$ cat src/rtl/user_insn_coproc_if.sv
// User-instruction bus between the CPU (master) and the coprocessor (slave).
interface user_insn_coproc_if;
    logic [10:0] user_opcode;
    logic [31:0] user_operand_0;
    logic [31:0] user_operand_1;
    logic        user_valid;
    logic [31:0] user_result;
    logic        user_complete;
    logic        busy;

    modport master (
        output user_opcode, user_operand_0, user_operand_1, user_valid,
        input  user_result, user_complete, busy
    );

    modport slave (
        input  user_opcode, user_operand_0, user_operand_1, user_valid,
        output user_result, user_complete, busy
    );
endinterface

$ cat src/rtl/user_insn_coproc.sv
// User-instruction coprocessor: single-cycle ALU ops plus an iterative
// shift-add multiplier and a reflected CRC-32 engine.
module user_insn_coproc #(
    parameter int CRC_BITS_PER_CYCLE = 8,
    parameter bit MUL_ENABLE         = 1'b1
) (
    input  logic                 clk,
    input  logic                 rst,
    user_insn_coproc_if.slave    bus
);
    typedef enum logic [1:0] {IDLE, BUSY, DONE, HOLD} state_t;

    localparam int          CRC_CYCLES = 32 / CRC_BITS_PER_CYCLE;
    localparam logic [31:0] CRC_POLY   = 32'hEDB88320;
    localparam logic [3:0]  OP_MULHI   = 4'h2;
    localparam logic [3:0]  OP_CRC     = 4'h3;
    localparam logic [3:0]  OP_ILLEGAL = 4'hF;

    state_t      state_q, state_d;
    logic [3:0]  op_q, op_d;
    logic [31:0] a_q, a_d;
    logic [31:0] b_q, b_d;
    logic [63:0] acc_q, acc_d;
    logic [4:0]  cnt_q, cnt_d;
    logic [31:0] result_q, result_d;

    logic [3:0]  in_nib;
    logic        in_illegal;
    logic        in_is_mul;
    logic        in_is_crc;
    logic [31:0] alu_res;
    logic [5:0]  pop_cnt;
    logic [31:0] rot_res;
    logic [32:0] mul_sum;
    logic [63:0] mul_next;
    logic [31:0] crc_next;

    // Decode the incoming request; only meaningful while IDLE.
    always_comb begin
        in_nib     = bus.user_opcode[3:0];
        in_illegal = (|bus.user_opcode[10:4]) ||
                     (!MUL_ENABLE && (in_nib == 4'h1 || in_nib == 4'h2));
        in_is_mul  = !in_illegal && (in_nib == 4'h1 || in_nib == 4'h2);
        in_is_crc  = !in_illegal && (in_nib == OP_CRC);
    end

    // Single-cycle results computed straight from the operands being captured.
    always_comb begin
        alu_res = '0;
        pop_cnt = '0;
        for (int i = 0; i < 32; i++) begin
            pop_cnt = pop_cnt + 6'(bus.user_operand_0[i]);
        end
        // A shift of 32 yields 0, so rotate-by-0 returns A unchanged.
        rot_res = (bus.user_operand_0 << bus.user_operand_1[4:0]) |
                  (bus.user_operand_0 >> (6'd32 - {1'b0, bus.user_operand_1[4:0]}));
        if (!in_illegal) begin
            case (in_nib)
                4'h0:    alu_res = bus.user_operand_0 + bus.user_operand_1;
                4'h4:    alu_res = {26'd0, pop_cnt};
                4'h5:    alu_res = rot_res;
                default: alu_res = '0;
            endcase
        end
    end

    // One radix-2 multiply step: {hi,lo} with the multiplier held in lo.
    always_comb begin
        mul_sum  = {1'b0, acc_q[63:32]} + (acc_q[0] ? {1'b0, a_q} : 33'd0);
        mul_next = {mul_sum, acc_q[31:1]};
    end

    // CRC_BITS_PER_CYCLE reflected CRC steps; data bits taken from b_q LSB first.
    always_comb begin
        crc_next = acc_q[31:0];
        for (int k = 0; k < CRC_BITS_PER_CYCLE; k++) begin
            if (crc_next[0] ^ b_q[k]) begin
                crc_next = (crc_next >> 1) ^ CRC_POLY;
            end else begin
                crc_next = crc_next >> 1;
            end
        end
    end

    // Next-state and datapath update for the request/iterate/complete FSM.
    always_comb begin
        state_d  = state_q;
        op_d     = op_q;
        a_d      = a_q;
        b_d      = b_q;
        acc_d    = acc_q;
        cnt_d    = cnt_q;
        result_d = result_q;
        case (state_q)
            IDLE: begin
                if (bus.user_valid) begin
                    op_d = in_illegal ? OP_ILLEGAL : in_nib;
                    a_d  = bus.user_operand_0;
                    b_d  = bus.user_operand_1;
                    if (in_is_mul) begin
                        acc_d   = {32'd0, bus.user_operand_1};
                        cnt_d   = 5'd31;
                        state_d = BUSY;
                    end else if (in_is_crc) begin
                        acc_d   = {32'd0, bus.user_operand_0};
                        cnt_d   = 5'(CRC_CYCLES - 1);
                        state_d = BUSY;
                    end else begin
                        result_d = alu_res;
                        state_d  = DONE;
                    end
                end
            end
            BUSY: begin
                cnt_d = cnt_q - 5'd1;
                if (op_q == OP_CRC) begin
                    acc_d = {32'd0, crc_next};
                    b_d   = b_q >> CRC_BITS_PER_CYCLE;
                    if (cnt_q == 5'd0) result_d = crc_next;
                end else begin
                    acc_d = mul_next;
                    if (cnt_q == 5'd0) begin
                        result_d = (op_q == OP_MULHI) ? mul_next[63:32] : mul_next[31:0];
                    end
                end
                if (cnt_q == 5'd0) state_d = DONE;
            end
            // A still-high valid parks in HOLD so it cannot start a new op.
            DONE:    state_d = bus.user_valid ? HOLD : IDLE;
            HOLD:    if (!bus.user_valid) state_d = IDLE;
            default: state_d = IDLE;
        endcase
    end

    // State and datapath registers; reset aborts any operation in flight.
    always_ff @(posedge clk) begin
        if (rst) begin
            state_q  <= IDLE;
            op_q     <= '0;
            a_q      <= '0;
            b_q      <= '0;
            acc_q    <= '0;
            cnt_q    <= '0;
            result_q <= '0;
        end else begin
            state_q  <= state_d;
            op_q     <= op_d;
            a_q      <= a_d;
            b_q      <= b_d;
            acc_q    <= acc_d;
            cnt_q    <= cnt_d;
            result_q <= result_d;
        end
    end

    assign bus.user_result   = result_q;
    assign bus.user_complete = (state_q == DONE);
    assign bus.busy          = (state_q == BUSY);
endmodule
$ cat src/flat_wrapper.sv
// flat-port wrapper written by rule: the top's interface ports become plain ports
module user_insn_coproc_flat 
#(
    parameter int CRC_BITS_PER_CYCLE = 8,
    parameter bit MUL_ENABLE         = 1'b1
)
  (clk, rst, bus_user_opcode, bus_user_operand_0, bus_user_operand_1, bus_user_valid, bus_user_result, bus_user_complete, bus_busy);
  user_insn_coproc_if bus_i ();
  input  logic clk;
  input  logic rst;
  input wire logic [$bits(bus_i.user_opcode)-1:0] bus_user_opcode;
  input wire logic [$bits(bus_i.user_operand_0)-1:0] bus_user_operand_0;
  input wire logic [$bits(bus_i.user_operand_1)-1:0] bus_user_operand_1;
  input wire logic [$bits(bus_i.user_valid)-1:0] bus_user_valid;
  output wire logic [$bits(bus_i.user_result)-1:0] bus_user_result;
  output wire logic [$bits(bus_i.user_complete)-1:0] bus_user_complete;
  output wire logic [$bits(bus_i.busy)-1:0] bus_busy;
  assign bus_i.user_opcode = bus_user_opcode;
  assign bus_i.user_operand_0 = bus_user_operand_0;
  assign bus_i.user_operand_1 = bus_user_operand_1;
  assign bus_i.user_valid = bus_user_valid;
  assign bus_user_result = bus_i.user_result;
  assign bus_user_complete = bus_i.user_complete;
  assign bus_busy = bus_i.busy;
  user_insn_coproc #(.CRC_BITS_PER_CYCLE(CRC_BITS_PER_CYCLE), .MUL_ENABLE(MUL_ENABLE)) u_core (.clk(clk), .rst(rst), .bus(bus_i));
endmodule
$ cat config.mk
export PLATFORM = sky130hd
export DESIGN_NAME = user_insn_coproc_flat
export DESIGN_NICKNAME = d
export VERILOG_FILES = /design/src/rtl/user_insn_coproc_if.sv /design/src/rtl/user_insn_coproc.sv /design/src/flat_wrapper.sv
export SDC_FILE = /design/constraint.sdc
export NUM_CORES = 1
export LEC_CHECK = 0
export CAP_MARGIN = 20
export CORE_MARGIN = 2
export CORE_UTILIZATION = 50
export DETAILED_ROUTE_END_ITERATION = 12
export HOLD_SLACK_MARGIN = 0.08
export PLACE_DENSITY = 0.74
export SYNTH_ARGS = -nofsm -noshare
export SYNTH_HDL_FRONTEND = slang
export SYNTH_SLANG_ARGS = --single-unit
$ cat constraint.sdc
create_clock -name clk -period 6.5 [get_ports clk]
set_input_delay 0.975 -clock clk [delete_from_list [all_inputs] [get_ports clk]]
set_output_delay 0.975 -clock clk [all_outputs]
set_load 0.01 [all_outputs]
==> out/metrics.csv <==
stage,metric,value,unit
power_and_ir_drop,cellLeakagePower,7.497,nW
cts,clock-sinks,171,
worst_setup_path,crit_path_end,u_core.bus.user_result[4],
grt,grt_max_degree,116,
die,die_h,187.3,um
finish,final_core_util,56.76,%
drt,routed.top_layer,met5,
placement,dp_hpwl,59620,um
synth,async_flop_share,0,%
die,boundaryPins,112,
drt,m1WireLength,30310,um
synth,yosysSeqAreaShare,20.38,%
synth,yosysMostFrequentCell,nand2_1,
worst_setup_path,crit_path_start,bus_user_operand_0[0],
die,start_util,50.48,%
drt,wl_met2,32910,um
worst_setup_path,cp-start-kind,primary input,
timing,slew_headroom,27.54,%
placement,placed_area,0.01826,sq mm
timing,finalClockSkew,0.01240,ns
worst_setup_path,rrSetupSlack,2.62,ns
worst_setup_path,reg2reg_to,u_core.bus.user_result[31],
cts,cts_tree,done,
placement,numPortBuffers,111,
grt,grt_pass1_wl,115500,um
synth,synth_commonest_cells,"364 x nand2_1, 242 x nor2_1, 203 x a21oi_1",
cts,h-tree-depth,4,
synth,ys_ff_latch,171,
drt,via_per_inst,6.834,
min_path,hold_start,u_core.a_q[13],
drt,ant_nets,0,
worst_setup_path,r2r-start,u_core.acc_q[0],
drt,route.detailed.drc,0,
finish,layout-drive-gt1-share,8.531,%
synth,yosys_warnings,0,
drt,first_pass_iters,6,
cts,clockBufferDepth,2,
grt,antenna_found_initial,7,
die,core,0.03328,sq mm
synth,avgSynthCellArea,7.533,sq um
finish,final_area,0.01889,sq mm
worst_setup_path,critPathMaxFanout,2,
timing,slew_viol_final,0,
synth,synthesis.area,0.01680,sq mm
synth,synth_edf_count,0,
cts,postCtsSetupRepairBufs,0,
timing,rsz0062_at_grt,false,
finish,area_growth,12.45,%
cts,worstSkewPairLatency,0.45,ns
synth,synth_top_area_cell,dfxtp_1,
min_path,min_path_type,reg2reg,
worst_setup_path,crit_type,in2reg,
synth,synth_ff_type,dfxtp_1,
worst_setup_path,reg2reg_depth,13,
timing,fin_crit_sh,96.62,%
grt,grt_pass1_vias,17330,
cts,cts_hold_buffers,0,
power_and_ir_drop,powerDensity,248.6,mW/mm^2
drt,wl,79580,um
timing,max_freq,0.1592,GHz
timing,setup_viol,0,
grt,grt_overflow,0,
worst_setup_path,crit_arrival,6.65,ns
die,dieWidth,187.3,um
timing,post-route-min-period,6.281,ns
timing,worst_pin_slew,1.084,ns
synth,syn_inst,2230,
die,fp-row-count,67,
timing,final_hold_viol_count,0,
synth,synthesis.nets,2409,
status,status,"finished, final reports clean",
drt,drt_iter0_drc,2616,
run,drv_cap,0,
drt,vias,18620,
power_and_ir_drop,vdd_drop_max,0.2364,mV
drt,wire_per_inst,29.21,um
finish,final_nets,2443,
worst_setup_path,cp-end-kind,flop,
synth,netlist.area_leader.share,20.38,%
cts,clkTransAtPathRegs,0.07,ns
synth,ys_top_cells_by_area,"dfxtp_1 20%, nand2_1 8.1%, a21oi_1 6.0%",
cts,cts-root-buf,clkbuf_16,
worst_setup_path,cp_data_required_time,6.87,ns
drt,dr_wl_met3,10430,um
placement,gp_congestion,1.066,
synth,ys_types,85,
cts,cts_resized,0,
grt,grt.total_usage,44.49,%
die,dieArea,0.03508,sq mm
cts,cts_buffers,17,
[final cells by class]
class,count,area [sq um]
diodes,2,5.005
clock buffers,18,429.2
clock inverters,11,196.4
fillers,3162,14390
inverters,91,341.6
multi-input cells,1799,12260
flip-flops and latches,171,3423
well taps,448,560.5
repair buffers,184,1670
[cells by family (layout without fill, tap and decap cells)]
kind of cell,count (synthesis),after routing,synth area share [%]
compound gates,652,652,25.54
xor+xnor,127,127,7.299
fa+ha+maj,101,101,8.685
buf+inv,260,304,6.972
flops,171,171,20.38
mux,102,102,9.958
other cells,0,2,0
simple gates,817,817,21.17
[through the flow]
stage	hold slack, ns	TNS, ns	instances	setup slack (ns)	power, W
2_1_floorplan	0.4317	0	2230	0.5614	0.002732
3_3_place_gp	0.4381	-0.02923	2693	-0.02923	0.003468
3_5_place_dp	0.4426	-0.5046	2693	-0.2097	0.003488
4_1_cts	0.4516	0	2722	0.2256	0.004615
5_1_grt	0.4654	0	2722	0.01787	0.004913
6_report	0.4527	0	2724	0.2195	0.004696
[report_power, final]
group	internal [W]	switching [W]
combinational	0.000924	0.00139
clock	0.000677	0.000470
sequential	0.00114	0.0000906
[metal layers]
metal | track usage [%] | vias to the layer above
li1 | - | 8129
met1 | 57.46 | 8815
met2 | 66.13 | 1353
met3 | 12.01 | 312
met4 | 27.35 | 8
met5 | 0 | -
[sequential cells by signal, indices dropped and copies added, names as in the netlist]
name,count
u_core.op_q,4
u_core.state_q,2
u_core.acc_q,64
u_core.b_q,32
u_core.cnt_q,5
u_core.bus.user_result,32
u_core.a_q,32
[placed cells by master (no fill, tap or decap), drive strengths merged, types with 41 or more instances in the layout]
master	n
a211oi	55
ha	75
mux4	48
inv	90
nor2	242
nor3	43
xor2	51
nand3	45
a311oi	41
xnor2	74
buf	75
nand2	364
o21ai	90
clkdlybuf4s50	109
dfxtp	171
a21oi	203
and2	41
o211ai	44
[worst min-delay path by stage]
stage | endpoint | cells after the start
5_1_grt | u_core.a_q[14] | 2
6_report | u_core.a_q[13] | 2
3_3_place_gp | u_core.a_q[24] | 2
4_1_cts | u_core.a_q[31] | 2
2_1_floorplan | u_core.a_q[0] | 2
3_5_place_dp | u_core.a_q[31] | 2
[worst max-delay path, cell delays in order]
cell and delay (ns):
clkdlybuf4s50_1 0.43, ha_1 0.32, inv_1 0.11, fa_1 0.47, fa_1 0.50, fa_1 0.54
fa_1 0.44, fa_1 0.53, fa_1 0.44, fa_1 0.42, fa_1 0.41, inv_1 0.07
a21o_1 0.10, a21oi_1 0.07, xor2_1 0.14, o22ai_1 0.17, a21oi_1 0.11, o211ai_1 0.14
a21oi_1 0.06, nor3_1 0.19
No activity file was read; power rests on OpenSTA's default activity.
